==> src/rtl/sprite_anim_ctrl_pkg.sv <==
// Shared types and helpers for the sprite animation controller.
package sprite_pkg;

  typedef enum logic [1:0] {
    IDLE = 2'd0,
    PLAY = 2'd1,
    DONE = 2'd2
  } anim_state_t;

  localparam int SCREEN_W = 640;
  localparam int SCREEN_H = 480;

  // First ROM word of animation frame idx; frames are stored back-to-back.
  function automatic logic [31:0] frame_base(input logic [31:0] idx,
                                             input logic [31:0] frame_size);
    return idx * frame_size;
  endfunction

endpackage

==> src/rtl/sprite_anim_ctrl_if.sv <==
// Bundle of pixel position, animation control and ROM-side signals.
interface sprite_anim_ctrl_if #(
  parameter int ADDR_W = 16,
  parameter int HOLD_W = 6,
  parameter int FIDX_W = 2
);
  logic [9:0]        DrawX;
  logic [9:0]        DrawY;
  logic              frame_start;
  logic              play;
  logic              stop;
  logic              loop;
  logic [HOLD_W-1:0] hold_frames;
  logic [9:0]        pos_x;
  logic [9:0]        pos_y;
  logic [ADDR_W-1:0] rom_address;
  logic              in_window;
  logic [FIDX_W-1:0] frame_idx;
  logic              busy;
  logic              done;

  // Timing generator / host side.
  modport master (
    output DrawX, DrawY, frame_start, play, stop, loop, hold_frames, pos_x, pos_y,
    input  rom_address, in_window, frame_idx, busy, done
  );

  // Controller side.
  modport slave (
    input  DrawX, DrawY, frame_start, play, stop, loop, hold_frames, pos_x, pos_y,
    output rom_address, in_window, frame_idx, busy, done
  );
endinterface

==> src/rtl/sprite_anim_ctrl_addr_gen.sv <==
// Sprite window compare and ROM address generation, one register stage.
module sprite_addr_gen
  import sprite_pkg::*;
#(
  parameter int SPR_W      = 100,
  parameter int SPR_H      = 100,
  parameter int NUM_FRAMES = 4,
  parameter int ADDR_W     = 16,
  parameter int FIDX_W     = 2
) (
  input  logic              vga_clk,
  input  logic              reset,
  input  logic [9:0]        draw_x,
  input  logic [9:0]        draw_y,
  input  logic [9:0]        sx,
  input  logic [9:0]        sy,
  input  logic [FIDX_W-1:0] frame_idx,
  output logic [ADDR_W-1:0] rom_address,
  output logic              in_window
);

  localparam logic [31:0] FRAME_SIZE = 32'(SPR_W * SPR_H);

  logic [10:0]       x_ext, y_ext, sx_ext, sy_ext;
  logic              in_x, in_y, win_next;
  logic [9:0]        dx, dy;
  logic [ADDR_W-1:0] base, offset, addr_next;

  // 11-bit compares so a window running past the screen edge never wraps.
  always_comb begin
    x_ext     = {1'b0, draw_x};
    y_ext     = {1'b0, draw_y};
    sx_ext    = {1'b0, sx};
    sy_ext    = {1'b0, sy};
    in_x      = (x_ext >= sx_ext) && (x_ext < sx_ext + 11'(SPR_W));
    in_y      = (y_ext >= sy_ext) && (y_ext < sy_ext + 11'(SPR_H));
    win_next  = in_x && in_y;
    dx        = draw_x - sx;
    dy        = draw_y - sy;
    base      = ADDR_W'(frame_base(32'(frame_idx), FRAME_SIZE));
    offset    = ADDR_W'(dy) * ADDR_W'(SPR_W) + ADDR_W'(dx);
    addr_next = win_next ? base + offset : base;
  end

  // Register address and window flag together so they stay aligned.
  always_ff @(posedge vga_clk or posedge reset) begin
    if (reset) begin
      rom_address <= '0;
      in_window   <= 1'b0;
    end else begin
      rom_address <= addr_next;
      in_window   <= win_next;
    end
  end

endmodule

==> src/rtl/sprite_anim_ctrl.sv <==
// Sprite animation sequencer: shadow registers, play/stop FSM, hold counter.
module sprite_anim_ctrl
  import sprite_pkg::*;
#(
  parameter int SPR_W      = 100,
  parameter int SPR_H      = 100,
  parameter int NUM_FRAMES = 4,
  parameter int ADDR_W     = 16,
  parameter int HOLD_W     = 6,
  parameter int FIDX_W     = (NUM_FRAMES > 1) ? $clog2(NUM_FRAMES) : 1
) (
  input logic               vga_clk,
  input logic               reset,
  sprite_anim_ctrl_if.slave bus
);

  localparam logic [FIDX_W-1:0] LAST_FRAME = FIDX_W'(NUM_FRAMES - 1);

  anim_state_t       state_reg, state_next;
  logic [FIDX_W-1:0] frame_reg, frame_next;
  logic [HOLD_W-1:0] hold_cnt_reg, hold_cnt_next;
  logic              done_reg, done_next;
  logic [9:0]        pos_x_reg, pos_y_reg;
  logic [HOLD_W-1:0] hold_reg;
  logic [HOLD_W-1:0] hold_last;

  // Latch position and hold only at vertical blank so a frame never tears.
  always_ff @(posedge vga_clk or posedge reset) begin
    if (reset) begin
      pos_x_reg <= '0;
      pos_y_reg <= '0;
      hold_reg  <= '0;
    end else if (bus.frame_start) begin
      pos_x_reg <= bus.pos_x;
      pos_y_reg <= bus.pos_y;
      hold_reg  <= bus.hold_frames;
    end
  end

  // A hold of 0 is shown for one tick, same as a hold of 1.
  assign hold_last = (hold_reg == '0) ? '0 : hold_reg - 1'b1;

  // Sequencer state, frame index, hold counter and done pulse.
  always_ff @(posedge vga_clk or posedge reset) begin
    if (reset) begin
      state_reg    <= IDLE;
      frame_reg    <= '0;
      hold_cnt_reg <= '0;
      done_reg     <= 1'b0;
    end else begin
      state_reg    <= state_next;
      frame_reg    <= frame_next;
      hold_cnt_reg <= hold_cnt_next;
      done_reg     <= done_next;
    end
  end

  // Next-state logic; user commands take priority over a vertical tick.
  always_comb begin
    state_next    = state_reg;
    frame_next    = frame_reg;
    hold_cnt_next = hold_cnt_reg;
    done_next     = 1'b0;
    case (state_reg)
      IDLE: begin
        frame_next    = '0;
        hold_cnt_next = '0;
        if (!bus.stop && bus.play) state_next = PLAY;
      end
      PLAY: begin
        if (bus.stop) begin
          state_next    = IDLE;
          frame_next    = '0;
          hold_cnt_next = '0;
        end else if (bus.play) begin
          frame_next    = '0;
          hold_cnt_next = '0;
        end else if (bus.frame_start) begin
          // >= keeps the count bounded if the hold shrinks mid-frame.
          if (hold_cnt_reg >= hold_last) begin
            hold_cnt_next = '0;
            if (frame_reg == LAST_FRAME) begin
              if (bus.loop) begin
                frame_next = '0;
              end else begin
                state_next = DONE;
                done_next  = 1'b1;
              end
            end else begin
              frame_next = frame_reg + 1'b1;
            end
          end else begin
            hold_cnt_next = hold_cnt_reg + 1'b1;
          end
        end
      end
      DONE: begin
        if (bus.stop) begin
          state_next    = IDLE;
          frame_next    = '0;
          hold_cnt_next = '0;
        end else if (bus.play) begin
          state_next    = PLAY;
          frame_next    = '0;
          hold_cnt_next = '0;
        end
      end
      default: begin
        state_next    = IDLE;
        frame_next    = '0;
        hold_cnt_next = '0;
      end
    endcase
  end

  assign bus.frame_idx = frame_reg;
  assign bus.busy      = (state_reg == PLAY);
  assign bus.done      = done_reg;

  sprite_addr_gen #(
    .SPR_W      (SPR_W),
    .SPR_H      (SPR_H),
    .NUM_FRAMES (NUM_FRAMES),
    .ADDR_W     (ADDR_W),
    .FIDX_W     (FIDX_W)
  ) u_addr_gen (
    .vga_clk     (vga_clk),
    .reset       (reset),
    .draw_x      (bus.DrawX),
    .draw_y      (bus.DrawY),
    .sx          (pos_x_reg),
    .sy          (pos_y_reg),
    .frame_idx   (frame_reg),
    .rom_address (bus.rom_address),
    .in_window   (bus.in_window)
  );

endmodule

==> src/flat_wrapper.sv <==
// flat-port wrapper written by rule: the top's interface ports become plain ports
module sprite_anim_ctrl_flat import sprite_pkg::*;
#(
  parameter int SPR_W      = 100,
  parameter int SPR_H      = 100,
  parameter int NUM_FRAMES = 4,
  parameter int ADDR_W     = 16,
  parameter int HOLD_W     = 6,
  parameter int FIDX_W     = (NUM_FRAMES > 1) ? $clog2(NUM_FRAMES) : 1
)
  (vga_clk, reset, bus_DrawX, bus_DrawY, bus_frame_start, bus_play, bus_stop, bus_loop, bus_hold_frames, bus_pos_x, bus_pos_y, bus_rom_address, bus_in_window, bus_frame_idx, bus_busy, bus_done);
  sprite_anim_ctrl_if #(.ADDR_W(ADDR_W), .HOLD_W(HOLD_W), .FIDX_W(FIDX_W)) bus_i ();
  input logic vga_clk;
  input logic reset;
  input wire logic [$bits(bus_i.DrawX)-1:0] bus_DrawX;
  input wire logic [$bits(bus_i.DrawY)-1:0] bus_DrawY;
  input wire logic [$bits(bus_i.frame_start)-1:0] bus_frame_start;
  input wire logic [$bits(bus_i.play)-1:0] bus_play;
  input wire logic [$bits(bus_i.stop)-1:0] bus_stop;
  input wire logic [$bits(bus_i.loop)-1:0] bus_loop;
  input wire logic [$bits(bus_i.hold_frames)-1:0] bus_hold_frames;
  input wire logic [$bits(bus_i.pos_x)-1:0] bus_pos_x;
  input wire logic [$bits(bus_i.pos_y)-1:0] bus_pos_y;
  output wire logic [$bits(bus_i.rom_address)-1:0] bus_rom_address;
  output wire logic [$bits(bus_i.in_window)-1:0] bus_in_window;
  output wire logic [$bits(bus_i.frame_idx)-1:0] bus_frame_idx;
  output wire logic [$bits(bus_i.busy)-1:0] bus_busy;
  output wire logic [$bits(bus_i.done)-1:0] bus_done;
  assign bus_i.DrawX = bus_DrawX;
  assign bus_i.DrawY = bus_DrawY;
  assign bus_i.frame_start = bus_frame_start;
  assign bus_i.play = bus_play;
  assign bus_i.stop = bus_stop;
  assign bus_i.loop = bus_loop;
  assign bus_i.hold_frames = bus_hold_frames;
  assign bus_i.pos_x = bus_pos_x;
  assign bus_i.pos_y = bus_pos_y;
  assign bus_rom_address = bus_i.rom_address;
  assign bus_in_window = bus_i.in_window;
  assign bus_frame_idx = bus_i.frame_idx;
  assign bus_busy = bus_i.busy;
  assign bus_done = bus_i.done;
  sprite_anim_ctrl #(.SPR_W(SPR_W), .SPR_H(SPR_H), .NUM_FRAMES(NUM_FRAMES), .ADDR_W(ADDR_W), .HOLD_W(HOLD_W), .FIDX_W(FIDX_W)) u_core (.vga_clk(vga_clk), .reset(reset), .bus(bus_i));
endmodule
==> config.mk <==
export PLATFORM = sky130hd
export DESIGN_NAME = sprite_anim_ctrl_flat
export DESIGN_NICKNAME = d
export VERILOG_FILES = /design/src/rtl/sprite_anim_ctrl_pkg.sv /design/src/rtl/sprite_anim_ctrl_if.sv /design/src/rtl/sprite_anim_ctrl_addr_gen.sv /design/src/rtl/sprite_anim_ctrl.sv /design/src/flat_wrapper.sv
export SDC_FILE = /design/constraint.sdc
export NUM_CORES = 1
export LEC_CHECK = 0
export ABC_AREA = 0
export BUFFER_PORTS_ARGS = -buffer_cell sky130_fd_sc_hd__buf_2
export CORE_MARGIN = 5
export CORE_UTILIZATION = 55
export DETAILED_ROUTE_END_ITERATION = 10
export PLACE_DENSITY = 0.85
export SLEW_MARGIN = 20
export SYNTH_ARGS = -nofsm -noshare
export SYNTH_HDL_FRONTEND = slang
export SYNTH_HIERARCHICAL = 1
export SYNTH_SLANG_ARGS = --single-unit
==> constraint.sdc <==
create_clock -name vga_clk -period 11.4 [get_ports vga_clk]
set_clock_uncertainty 0.15 [all_clocks]
set_input_delay 1.14 -clock vga_clk [delete_from_list [all_inputs] [get_ports vga_clk]]
set_output_delay 1.14 -clock vga_clk [all_outputs]
set_load 0.01 [all_outputs]
==> impl_metrics.csv <==
group,metric,value,unit
setup_path,timing.setup.critical_path_class,"in2reg",
cts,cts_buffers,5,
cts,clk_path_buf_depth,2,
cts,cts_tree,"built",
detailed_routing,remaining_drc_errors,0,
placement,placedCellCount,772,
logic_synthesis,synthesis.area,5450,um2
cells_and_area,fraction_of_layout_instances_using_a_drive_strength_above_1,18.5,%
setup_path,setup_crit_start_kind,"primary input",
die,die_h,110,um
detailed_routing,viasPerCell,5.64,
cts,postCtsHoldBufs,0,
global_routing,grt_max_degree,38,
timing,hold_violations,0,
timing,final_min_period_over_clock_period,57.3,%
logic_synthesis,ys_ff_latch,54,
global_routing,antenna_found_initial,1,
power,leakagePower,3.16,nW
logic_synthesis,yosys.area.top_type,"sky130_fd_sc_hd__dfrtp_1",
global_routing,grtUsageTotal,20.6,%
power,peakVddDrop,0.236,mV
cts,ctsHtreeMaxLevel,2,
timing,max_freq,0.153,GHz
placement,detailedPlacementHpwl,9.80,mm
die,dieWidth,110,um
die,fp-row-count,36,
power,p_per_area,299,nW/um2
logic_synthesis,number_of_flops_mapped_to_enable_cells_by_yosys,0,
logic_synthesis,yosysWarningCount,6,
logic_synthesis,avg_inst_size_synth,9.51,um2
logic_synthesis,synthesis.instances,573,
logic_synthesis,post_synth_most_frequent_cells,"sky130_fd_sc_hd__ha_1, sky130_fd_sc_hd__inv_1, sky130_fd_sc_hd__dfrtp_1",
timing,finalSetupViolCount,0,
timing,worstMarginPinSlew,0.723,ns
run_status,outcome,"completed",
cells_and_area,fillerInstances,823,
cts,clk_transition_reported_paths,0.11,ns
die,floorplan.core_area,9730,um2
logic_synthesis,ys_seq_area_share,24.8,%
cells_and_area,area_delta_synth_final,10.7,%
logic_synthesis,yosys_most_used_dff,"sky130_fd_sc_hd__dfrtp_1",
setup_path,cp_arrival,6.59,ns
cells_and_area,fin_nets,813,
timing,setup_repair_after_global_routing_missed_its_margin,"no",
cts,post_cts_buffers,0,
die,fp.dieArea,12000,um2
worst_hold_path,timing.hold.worst.class,"reg2reg",
logic_synthesis,synth_async_reset_ratio,100,%
placement,place.gp.congestion,0.887,
cts,cts.repair.resized,0,
setup_path,setup.worst_path.end_class,"flop",
logic_synthesis,yosysTopAreaCellShare,24.8,%
setup_path,crit_required,11.46,ns
logic_synthesis,net_count_synth,740,
job,max_cap_violation_count,0,
cts,cts_root_buf,"sky130_fd_sc_hd__clkbuf_8",
detailed_routing,drt_pass1_iterations,6,
die,io_pins,73,
cts,tritoncts_num_sinks,54,
detailed_routing,avgRoutedWirePerCell,14.9,um
cells_and_area,largest_register_ffs,16,
setup_path,crit_fanout,6,
global_routing,vias_in_the_first_global_route,4580,
die,start_util,56.0,%
timing,period_needed,6.53,ns
logic_synthesis,yosys.cell_types.count,62,
global_routing,grt_first_pass_wirelength,19.9,mm
timing,maxSlewViolCount,0,
global_routing,grt_remaining_overflow,0,
detailed_routing,drt-initial-drc-count,171,
detailed_routing,finalWirelength,11.6,mm
cts,clk_latency,0.32,ns
logic_synthesis,netlist_top_cells_area,"sky130_fd_sc_hd__dfrtp_1, sky130_fd_sc_hd__ha_1, sky130_fd_sc_hd__mux2_2",
timing,max-slew-margin-rel,51.8,%
detailed_routing,ant_nets,0,
logic_synthesis,yosysMostFrequentCell,"sky130_fd_sc_hd__ha_1",
timing,timing.setup.tns,0,ns
cells_and_area,layout.cells.non_filler,781,
detailed_routing,vias,4408,
placement,io_buffer_count,72,
## per-stage QoR
stage	util [%]	hold WS, ns	cell area [um2]	total power [mW]	worst slack (ns)
after CTS	61.9	0.381	6030	1.81	4.87
final	62.0	0.381	6030	1.80	4.87
after global routing	62.0	0.399	6030	2.02	4.29
after global placement	60.9	0.347	5930	1.61	4.78
after floorplan	-	0.331	5450	1.40	5.05
after detailed placement	60.9	0.355	5930	1.68	4.54
## layer usage
metal	vias up	global-route usage (%)	share of wire [%]
met5	-	0	0
met4	0	6.06	1.7
met3	18	3.29	4.4
met2	105	39.3	54
met1	2107	23.4	40
li1	2178	-	-
## cells by family (layout without fill, tap and decap cells)
group                    count (synthesis)  in the layout  synth area share [%]
multiplexers                            35             35                  7.10
AO/OA/AOI/OAI                          116            116                  14.4
other                                    0              1                     0
XOR/XNOR                                50             50                  8.04
buffers and inverters                   76            150                  5.72
adder cells (fa/ha/maj)                115            115                  28.1
AND/OR/NAND/NOR                        127            127                  11.9
flip-flops                              54             54                  24.8
## final cells by class
| type | instances | area [um2] | share of cell area (%) |
|---|---|---|---|
| diodes | 1 | 2.50 | 0.0415 |
| inverters | 69 | 259 | 4.30 |
| multi-input cells | 443 | 3780 | 62.8 |
| repair buffers | 73 | 368 | 6.10 |
| clock buffers | 5 | 68.8 | 1.14 |
| clock inverters | 3 | 28.8 | 0.477 |
| flip-flops and latches | 54 | 1350 | 22.4 |
| well taps | 133 | 166 | 2.76 |
## cell usage in the layout, fill, tap and decap left out, types with 7 or more instances in the layout
cell type	instances
sky130_fd_sc_hd__nand2_1	28
sky130_fd_sc_hd__a21o_1	12
sky130_fd_sc_hd__fa_1	12
sky130_fd_sc_hd__a21oi_1	27
sky130_fd_sc_hd__mux2_2	29
sky130_fd_sc_hd__dfrtp_1	54
sky130_fd_sc_hd__nor2_1	30
sky130_fd_sc_hd__ha_1	103
sky130_fd_sc_hd__xor2_1	15
sky130_fd_sc_hd__nor3_1	14
sky130_fd_sc_hd__o21ai_0	26
sky130_fd_sc_hd__buf_2	72
sky130_fd_sc_hd__inv_1	69
sky130_fd_sc_hd__xnor2_1	35
sky130_fd_sc_hd__nand4_1	8
sky130_fd_sc_hd__o21a_1	7
sky130_fd_sc_hd__nand2b_1	9
## critical path: stages
cell and delay, ns:
sky130_fd_sc_hd__buf_2 0.09, sky130_fd_sc_hd__inv_1 0.05, sky130_fd_sc_hd__ha_1 0.16, sky130_fd_sc_hd__inv_1 0.06, sky130_fd_sc_hd__fa_1 0.39, sky130_fd_sc_hd__a21o_1 0.23
sky130_fd_sc_hd__a21oi_4 0.20, sky130_fd_sc_hd__o21ai_0 0.10, sky130_fd_sc_hd__a21oi_1 0.20, sky130_fd_sc_hd__xnor2_1 0.24, sky130_fd_sc_hd__ha_1 0.31, sky130_fd_sc_hd__ha_1 0.28
sky130_fd_sc_hd__inv_1 0.05, sky130_fd_sc_hd__fa_1 0.53, sky130_fd_sc_hd__inv_1 0.04, sky130_fd_sc_hd__ha_1 0.32, sky130_fd_sc_hd__a21oi_1 0.21, sky130_fd_sc_hd__o21ai_0 0.15
sky130_fd_sc_hd__xor2_1 0.16, sky130_fd_sc_hd__ha_1 0.19, sky130_fd_sc_hd__xor2_1 0.15, sky130_fd_sc_hd__xnor2_1 0.37, sky130_fd_sc_hd__nor4_1 0.08, sky130_fd_sc_hd__a2111oi_0 0.37
sky130_fd_sc_hd__o211ai_1 0.17, sky130_fd_sc_hd__xor2_1 0.18, sky130_fd_sc_hd__and2_1 0.17
## worst paths after layout
check	cells past startpoint	from	slack, ns	end
min	1	u_core/pos_x_reg[1]	0.38	u_core/pos_x_reg[1]
min in group asynchronous	2	reset	0.75	u_core/u_addr_gen/rom_address[5]
max reg2reg	25	u_core/pos_y_reg[1]	5.35	u_core/u_addr_gen/rom_address[15]
max	27	bus_DrawY[0]	4.87	u_core/u_addr_gen/rom_address[15]
max in group asynchronous	2	reset	9.96	u_core/u_addr_gen/rom_address[3]
min reg2reg	1	u_core/pos_x_reg[1]	0.38	u_core/pos_x_reg[1]
## where the power goes
part	internal [mW]	switching, mW
Sequential	0.214	0.0144
Clock	0.0457	0.0708
Combinational	0.679	0.779
(Power assumes the default switching activity.)
